$ cat src/rtl/apple_1_pia_io.sv
// Apple-1 keyboard/display PIA (6820 subset): bus register window, keyboard FIFO,
// and a single-character display slot with a valid/ready handshake.
module apple_1_pia_io #(
    parameter logic [15:0] BASE      = 16'hD010,
    parameter int unsigned KBD_DEPTH = 4,
    parameter bit          UPCASE    = 1'b1
) (
    input  logic        clk,
    input  logic        reset_n,
    input  logic        en,
    input  logic [15:0] AB,
    input  logic [7:0]  DO,
    input  logic        WE,
    output logic [7:0]  DI_pia,
    output logic        pia_hit,
    input  logic [6:0]  kbd_data,
    input  logic        kbd_valid,
    output logic        kbd_ready,
    output logic [6:0]  dsp_data,
    output logic        dsp_valid,
    input  logic        dsp_ready,
    output logic        dsp_ovr
);

    localparam int unsigned PW = (KBD_DEPTH > 1) ? $clog2(KBD_DEPTH) : 1;

    logic [6:0]  fifo_q [KBD_DEPTH];
    logic [PW-1:0] head_q, head_d, tail_q, tail_d;
    logic [PW:0]   count_q, count_d;
    logic [5:0]  cra_q, cra_d, crb_q, crb_d;
    logic [7:0]  ddra_q, ddra_d, ddrb_q, ddrb_d;
    logic [7:0]  di_q, di_d;
    logic        hit_q, hit_d;
    logic [6:0]  dsp_data_q, dsp_data_d;
    logic        dsp_valid_q, dsp_valid_d;
    logic        dsp_ovr_q, dsp_ovr_d;
    logic [6:0]  last_key_q, last_key_d;

    logic        hit, rd_en, wr_en, empty, full, push, pop;
    logic [1:0]  sel;
    logic [6:0]  key_in;
    logic [7:0]  rd_mux;

    assign hit   = (AB[15:2] == BASE[15:2]);
    assign sel   = AB[1:0];
    assign rd_en = en & ~WE;
    assign wr_en = en & WE & hit;
    assign empty = (count_q == '0);
    assign full  = (count_q == (PW+1)'(KBD_DEPTH));

    assign kbd_ready = reset_n & ~full;
    assign push      = kbd_valid & kbd_ready;
    assign pop       = rd_en & hit & (sel == 2'd0) & cra_q[2] & ~empty;

    assign key_in = (UPCASE && kbd_data >= 7'h61 && kbd_data <= 7'h7A) ? kbd_data - 7'h20 : kbd_data;

    always_comb begin
        rd_mux = '0;
        case (sel)
            2'd0: rd_mux = cra_q[2] ? {1'b1, (empty ? last_key_q : fifo_q[head_q])} : ddra_q;
            2'd1: rd_mux = {~empty, 1'b0, cra_q};
            2'd2: rd_mux = crb_q[2] ? {dsp_valid_q, dsp_data_q} : ddrb_q;
            2'd3: rd_mux = {2'b00, crb_q};
            default: rd_mux = '0;
        endcase
    end

    always_comb begin
        head_d      = head_q;
        tail_d      = tail_q;
        count_d     = count_q;
        cra_d       = cra_q;
        crb_d       = crb_q;
        ddra_d      = ddra_q;
        ddrb_d      = ddrb_q;
        di_d        = di_q;
        hit_d       = hit_q;
        dsp_data_d  = dsp_data_q;
        dsp_valid_d = dsp_valid_q;
        dsp_ovr_d   = dsp_ovr_q;
        last_key_d  = last_key_q;

        // Any enabled non-read cycle clears pia_hit; DI_pia keeps its last window value.
        if (rd_en) begin
            hit_d = hit;
            if (hit) di_d = rd_mux;
        end else if (en) begin
            hit_d = 1'b0;
        end

        if (wr_en) begin
            case (sel)
                2'd0: if (!cra_q[2]) ddra_d = DO;
                2'd1: cra_d = DO[5:0];
                2'd2: begin
                    if (!crb_q[2]) ddrb_d = DO;
                    else if (!dsp_valid_q) begin
                        dsp_data_d  = DO[6:0];
                        dsp_valid_d = 1'b1;
                    end else dsp_ovr_d = 1'b1;
                end
                2'd3: crb_d = DO[5:0];
                default: ;
            endcase
        end

        if (dsp_valid_q && dsp_ready) dsp_valid_d = 1'b0;

        if (pop) begin
            last_key_d = fifo_q[head_q];
            head_d     = head_q + 1'b1;
        end
        if (push) tail_d = tail_q + 1'b1;
        case ({push, pop})
            2'b10:   count_d = count_q + 1'b1;
            2'b01:   count_d = count_q - 1'b1;
            default: count_d = count_q;
        endcase
    end

    always_ff @(posedge clk) begin
        if (push) fifo_q[tail_q] <= key_in;
    end

    always_ff @(posedge clk) begin
        if (!reset_n) begin
            head_q      <= '0;
            tail_q      <= '0;
            count_q     <= '0;
            cra_q       <= '0;
            crb_q       <= '0;
            ddra_q      <= '0;
            ddrb_q      <= '0;
            di_q        <= '0;
            hit_q       <= 1'b0;
            dsp_data_q  <= '0;
            dsp_valid_q <= 1'b0;
            dsp_ovr_q   <= 1'b0;
            last_key_q  <= '0;
        end else begin
            head_q      <= head_d;
            tail_q      <= tail_d;
            count_q     <= count_d;
            cra_q       <= cra_d;
            crb_q       <= crb_d;
            ddra_q      <= ddra_d;
            ddrb_q      <= ddrb_d;
            di_q        <= di_d;
            hit_q       <= hit_d;
            dsp_data_q  <= dsp_data_d;
            dsp_valid_q <= dsp_valid_d;
            dsp_ovr_q   <= dsp_ovr_d;
            last_key_q  <= last_key_d;
        end
    end

    assign DI_pia    = di_q;
    assign pia_hit   = hit_q;
    assign dsp_data  = dsp_data_q;
    assign dsp_valid = dsp_valid_q;
    assign dsp_ovr   = dsp_ovr_q;

endmodule

$ cat config.mk
export PLATFORM = sky130hd
export DESIGN_NAME = apple_1_pia_io
export DESIGN_NICKNAME = d
export VERILOG_FILES = /design/src/rtl/apple_1_pia_io.sv
export SDC_FILE = /design/constraint.sdc
export NUM_CORES = 1
export LEC_CHECK = 0
export CORE_UTILIZATION = 38
export DETAILED_ROUTE_END_ITERATION = 8
export GPL_TIMING_DRIVEN = 0
export PLACE_DENSITY_LB_ADDON = 0.05
export SYNTH_ARGS = -nofsm -noshare
export SYNTH_HDL_FRONTEND = slang
export SYNTH_SLANG_ARGS = --single-unit
$ cat constraint.sdc
create_clock -name clk -period 3.6 [get_ports clk]
set_input_delay 0.9 -clock clk [delete_from_list [all_inputs] [get_ports clk]]
set_output_delay 0.9 -clock clk [all_outputs]
set_load 0.01 [all_outputs]
==> flow_metrics.env <==
export IMPL_status="finished clean"
export IMPL_synth_ff_type="sky130_fd_sc_hd__dfxtp_1"
export IMPL_drt_antenna_violating_nets=0
export IMPL_tightest_slew_ns=0.958
export IMPL_routabilityCongestion=0.767
export IMPL_synth_seq_cells=90
export IMPL_placeable_core_region_sq_mm=0.0103
export IMPL_hold_buffers=0
export IMPL_cts_inserted_buffers=9
export IMPL_crit_family="simple AND/OR/NAND/NOR gates"
export IMPL_cp_num_buf_inv=2
export IMPL_netlist_area_sq_mm=0.00404
export IMPL_library_cell_contributing_the_largest_single_delay_on_the_critical_path="sky130_fd_sc_hd__nor4b_1"
export IMPL_placement_io_buffers=53
export IMPL_ctsHtreeMaxLevel=3
export IMPL_worst_setup_path_end_kind="flop"
export IMPL_synth_top_area_cell="sky130_fd_sc_hd__dfxtp_1"
export IMPL_die_width_um=105
export IMPL_crit_fanout=3
export IMPL_timing_critical_path_arrival_ns=3.64
export IMPL_number_of_antenna_cells_inserted=0
export IMPL_ir_worst_vdd_mv=0.157
export IMPL_clock_tree_root_cell="sky130_fd_sc_hd__clkbuf_8"
export IMPL_critical_path_required_ns=3.90
export IMPL_finalCritPeriodShare=0.930
export IMPL_wl_per_cell_um=16.4
export IMPL_vias=3008
export IMPL_number_of_nets_produced_by_synthesis=417
export IMPL_maximum_number_of_pins_on_one_net_before_global_route_repair=15
export IMPL_tritoncts_num_sinks=90
export IMPL_yosys_warnings=0
export IMPL_setup_worst_path_class="in2reg"
export IMPL_synth_top_cell_area_share=0.307
export IMPL_grt_usage=0.185
export IMPL_worst_skew_pair_late_latency_ns=0.36
export IMPL_remaining_overflow_grt=0
export IMPL_hold_viol_final=0
export IMPL_min_delay_worst_endpoint="ddrb_q[4]"
export IMPL_detailedRoute_firstIterationViolations=164
export IMPL_drv_max_cap_violation_count=0
export IMPL_drt_total_wl_mm=9.48
export IMPL_layout_drive_gt1_share=0.0884
export IMPL_report_final_slew_viol_count=0
export IMPL_finish_net_count=480
export IMPL_cts_repair_timing_setup_buffer_count=0
export IMPL_design_portCount=56
export IMPL_timing_hold_worst_class="reg2reg"
export IMPL_netlist_cell_type_count=49
export IMPL_timing_clock_skew_ns=0.0119
export IMPL_timing_rr_start="cra_q[2]"
export IMPL_postSynth_asyncResetShare=0
export IMPL_placementRows=37
export IMPL_first_pass_iters=4
export IMPL_layout_common_cells="62 x sky130_fd_sc_hd__dfxtp_1, 53 x sky130_fd_sc_hd__clkdlybuf4s50_1, 52 x sky130_fd_sc_hd__nand2_1, 45 x sky130_fd_sc_hd__mux2i_1, 28 x sky130_fd_sc_hd__edfxtp_1"
export IMPL_timing_final_crit_period_ns=3.35
export IMPL_fp_dieH_um=105
export IMPL_syn_avg_cell_area_sq_um=10.8
export IMPL_crit_chain="clkdlybuf4s50_1 -> nor4b_1 -> nand4_1 -> nor3_2 -> ha_1 -> inv_1 -> fa_1 -> xor2_1 -> or3_1 -> a21oi_1"
export IMPL_yosys_top_cells_area="sky130_fd_sc_hd__dfxtp_1 31%, sky130_fd_sc_hd__edfxtp_1 21%, sky130_fd_sc_hd__mux2i_1 11%, sky130_fd_sc_hd__nand2_1 4.9%, sky130_fd_sc_hd__mux4_2 3.9%"
export IMPL_cts_tree="built"
export IMPL_power_density_mw_per_mm2=385
export IMPL_hold_path_depth=2
export IMPL_number_of_enable_type_register_cells_in_the_synthesized_netlist=28
export IMPL_final_core_utilization=0.480
export IMPL_drc_errors=0
export IMPL_number_of_vias_per_cell=5.21
export IMPL_fmaxAchievable_mhz=299
export IMPL_grt_antenna_before_repair=0
export IMPL_slew_limit_headroom=0.356
export IMPL_leakage_nw=1.64
export IMPL_timing_hold_worst_start="ddrb_q[4]"
export IMPL_design_power_total_mw=1.91
export IMPL_timing_reg2reg_worst_path_depth=9
export IMPL_syn_inst=373
export IMPL_seq_area_frac_synth=0.515
export IMPL_layout_commonest_cell="sky130_fd_sc_hd__dfxtp_1"
export IMPL_dpl_wire_length_mm=7.11
export IMPL_timing_critical_path_from_type="input pin"
export IMPL_clk_pin_slew_worst_paths_ns=0.09
export IMPL_synthToLayoutAreaGrowth_pct=22.5
export IMPL_die_area_sq_mm=0.0111
export IMPL_floorplan_initialDensity=0.392
export IMPL_rr_endpoint="count_q[2]"
export IMPL_setup_violations_final=0
export IMPL_critical_path_max_stage_delay_ns=0.63
export IMPL_rsz_0062_raised_after_global_routing="no"
export IMPL_r2r_slack_ns=1.06
export IMPL_cts_buffer_depth=2
export IMPL_grt_pass1_wl_mm=15.7
export IMPL_grt_pass1_vias=3076
-- worst min-delay path: stages, from the launching register on --
cell	delay (ns)
sky130_fd_sc_hd__dfxtp_1	0.32
sky130_fd_sc_hd__nand2_1	0.05
sky130_fd_sc_hd__mux2i_1	0.05
-- timing repair --
action | 4_1_cts | 5_1_grt
cloned | 0 | 0
gates resized for setup | 3 | 0
endpoints found under the setup margin | 1 | 1
-- sequential cells by signal (all words and copies together) (netlist names), named ones only --
register,flops
head_q,2
ddra_q,8
cra_q,6
dsp_ovr,1
fifo_q,28
tail_q,2
count_q,3
DI_pia,8
pia_hit,1
crb_q,6
dsp_data,7
last_key_q,7
dsp_valid,1
ddrb_q,8
-- routing by layer --
metal	wire, um	GRT usage	part of all wire	up-vias
met3	490	0.0387	0.052	10
met1	4560	0.246	0.48	1436
li1	-	-	-	1496
met5	0	0	0	-
met4	118	0.0573	0.012	0
met2	4310	0.302	0.46	66
-- area by class of cell --
| type | count | area [sq um] |
|---|---|---|
| Buffer | 20 | 98.8 |
| Clock buffer | 14 | 163 |
| Clock inverter | 2 | 37.5 |
| Fill cell | 973 | 5370 |
| Inverter | 12 | 45.0 |
| Multi-Input combinational cell | 250 | 1830 |
| Sequential cell | 90 | 2080 |
| Tap cell | 136 | 170 |
| Timing Repair Buffer | 53 | 531 |
-- cell usage after synthesis (2+ instances only) --
cell / number
sky130_fd_sc_hd__or4_1: 3
sky130_fd_sc_hd__o21ai_0: 11
sky130_fd_sc_hd__nor3b_1: 2
sky130_fd_sc_hd__a21oi_1: 17
sky130_fd_sc_hd__inv_1: 12
sky130_fd_sc_hd__nand2b_1: 3
sky130_fd_sc_hd__mux4_2: 7
sky130_fd_sc_hd__a211oi_1: 3
sky130_fd_sc_hd__nand3_1: 15
sky130_fd_sc_hd__o31ai_1: 2
sky130_fd_sc_hd__edfxtp_1: 28
sky130_fd_sc_hd__buf_1: 2
sky130_fd_sc_hd__o221ai_1: 11
sky130_fd_sc_hd__mux2i_1: 45
sky130_fd_sc_hd__ha_1: 6
sky130_fd_sc_hd__clkbuf_1: 15
sky130_fd_sc_hd__nor4bb_1: 2
sky130_fd_sc_hd__o32ai_1: 6
sky130_fd_sc_hd__buf_6: 3
sky130_fd_sc_hd__and3_1: 2
sky130_fd_sc_hd__and2_1: 4
sky130_fd_sc_hd__nand4_1: 3
sky130_fd_sc_hd__nor3_1: 6
sky130_fd_sc_hd__dfxtp_1: 62
sky130_fd_sc_hd__nand2_1: 53
sky130_fd_sc_hd__nor2_1: 16
sky130_fd_sc_hd__nor2b_1: 6
sky130_fd_sc_hd__or4b_4: 3
sky130_fd_sc_hd__xor2_1: 3
sky130_fd_sc_hd__or3_1: 2
sky130_fd_sc_hd__nor4b_1: 2
-- logic make-up after synthesis --
logic type / share of synthesized area
adder cells (fa/ha/maj): 0.0235
flip-flops: 0.515
XOR/XNOR: 0.00866
AND/OR/NAND/NOR: 0.173
buffers and inverters: 0.0365
AO/OA/AOI/OAI: 0.0928
multiplexers: 0.150
-- worst max path at each step --
| stage | from | endpoint | slack (ns) | cells after the start |
|---|---|---|---|---|
| after global routing | AB[3] | count_q[2] | 0.05 | 10 |
| after floorplan | AB[1] | count_q[2] | 0.49 | 11 |
| after detailed placement | AB[1] | count_q[2] | -0.53 | 12 |
| after CTS | AB[1] | count_q[2] | 0.1 | 12 |
| final | AB[3] | count_q[2] | 0.25 | 10 |
| after global placement | AB[1] | count_q[2] | -0.51 | 12 |
-- through the flow --
| stage | hold WS, ns | setup TNS (ns) | worst slack (ns) | area (sq um) | instances |
|---|---|---|---|---|---|
| 3_3_place_gp | 0.441 | -0.796 | -0.514 | 4740 | 562 |
| 3_5_place_dp | 0.448 | -0.825 | -0.532 | 4740 | 562 |
| 6_report | 0.458 | 0 | 0.253 | 4950 | 577 |
| 2_1_floorplan | 0.434 | 0 | 0.487 | 4040 | 373 |
| 5_1_grt | 0.482 | 0 | 0.0451 | 4950 | 577 |
| 4_1_cts | 0.460 | 0 | 0.0993 | 4960 | 578 |
-- power by group --
| group | switching [mW] | total [mW] | internal, mW | leakage, nW |
|---|---|---|---|---|
| sequential | 0.00536 | 1.06 | 1.06 | 0.754 |
| combinational | 0.0779 | 0.145 | 0.0670 | 0.794 |
| clock | 0.340 | 0.700 | 0.360 | 0.0969 |
| total | 0.423 | 1.91 | 1.49 | 1.64 |
Power figures use the tool's default switching activity.
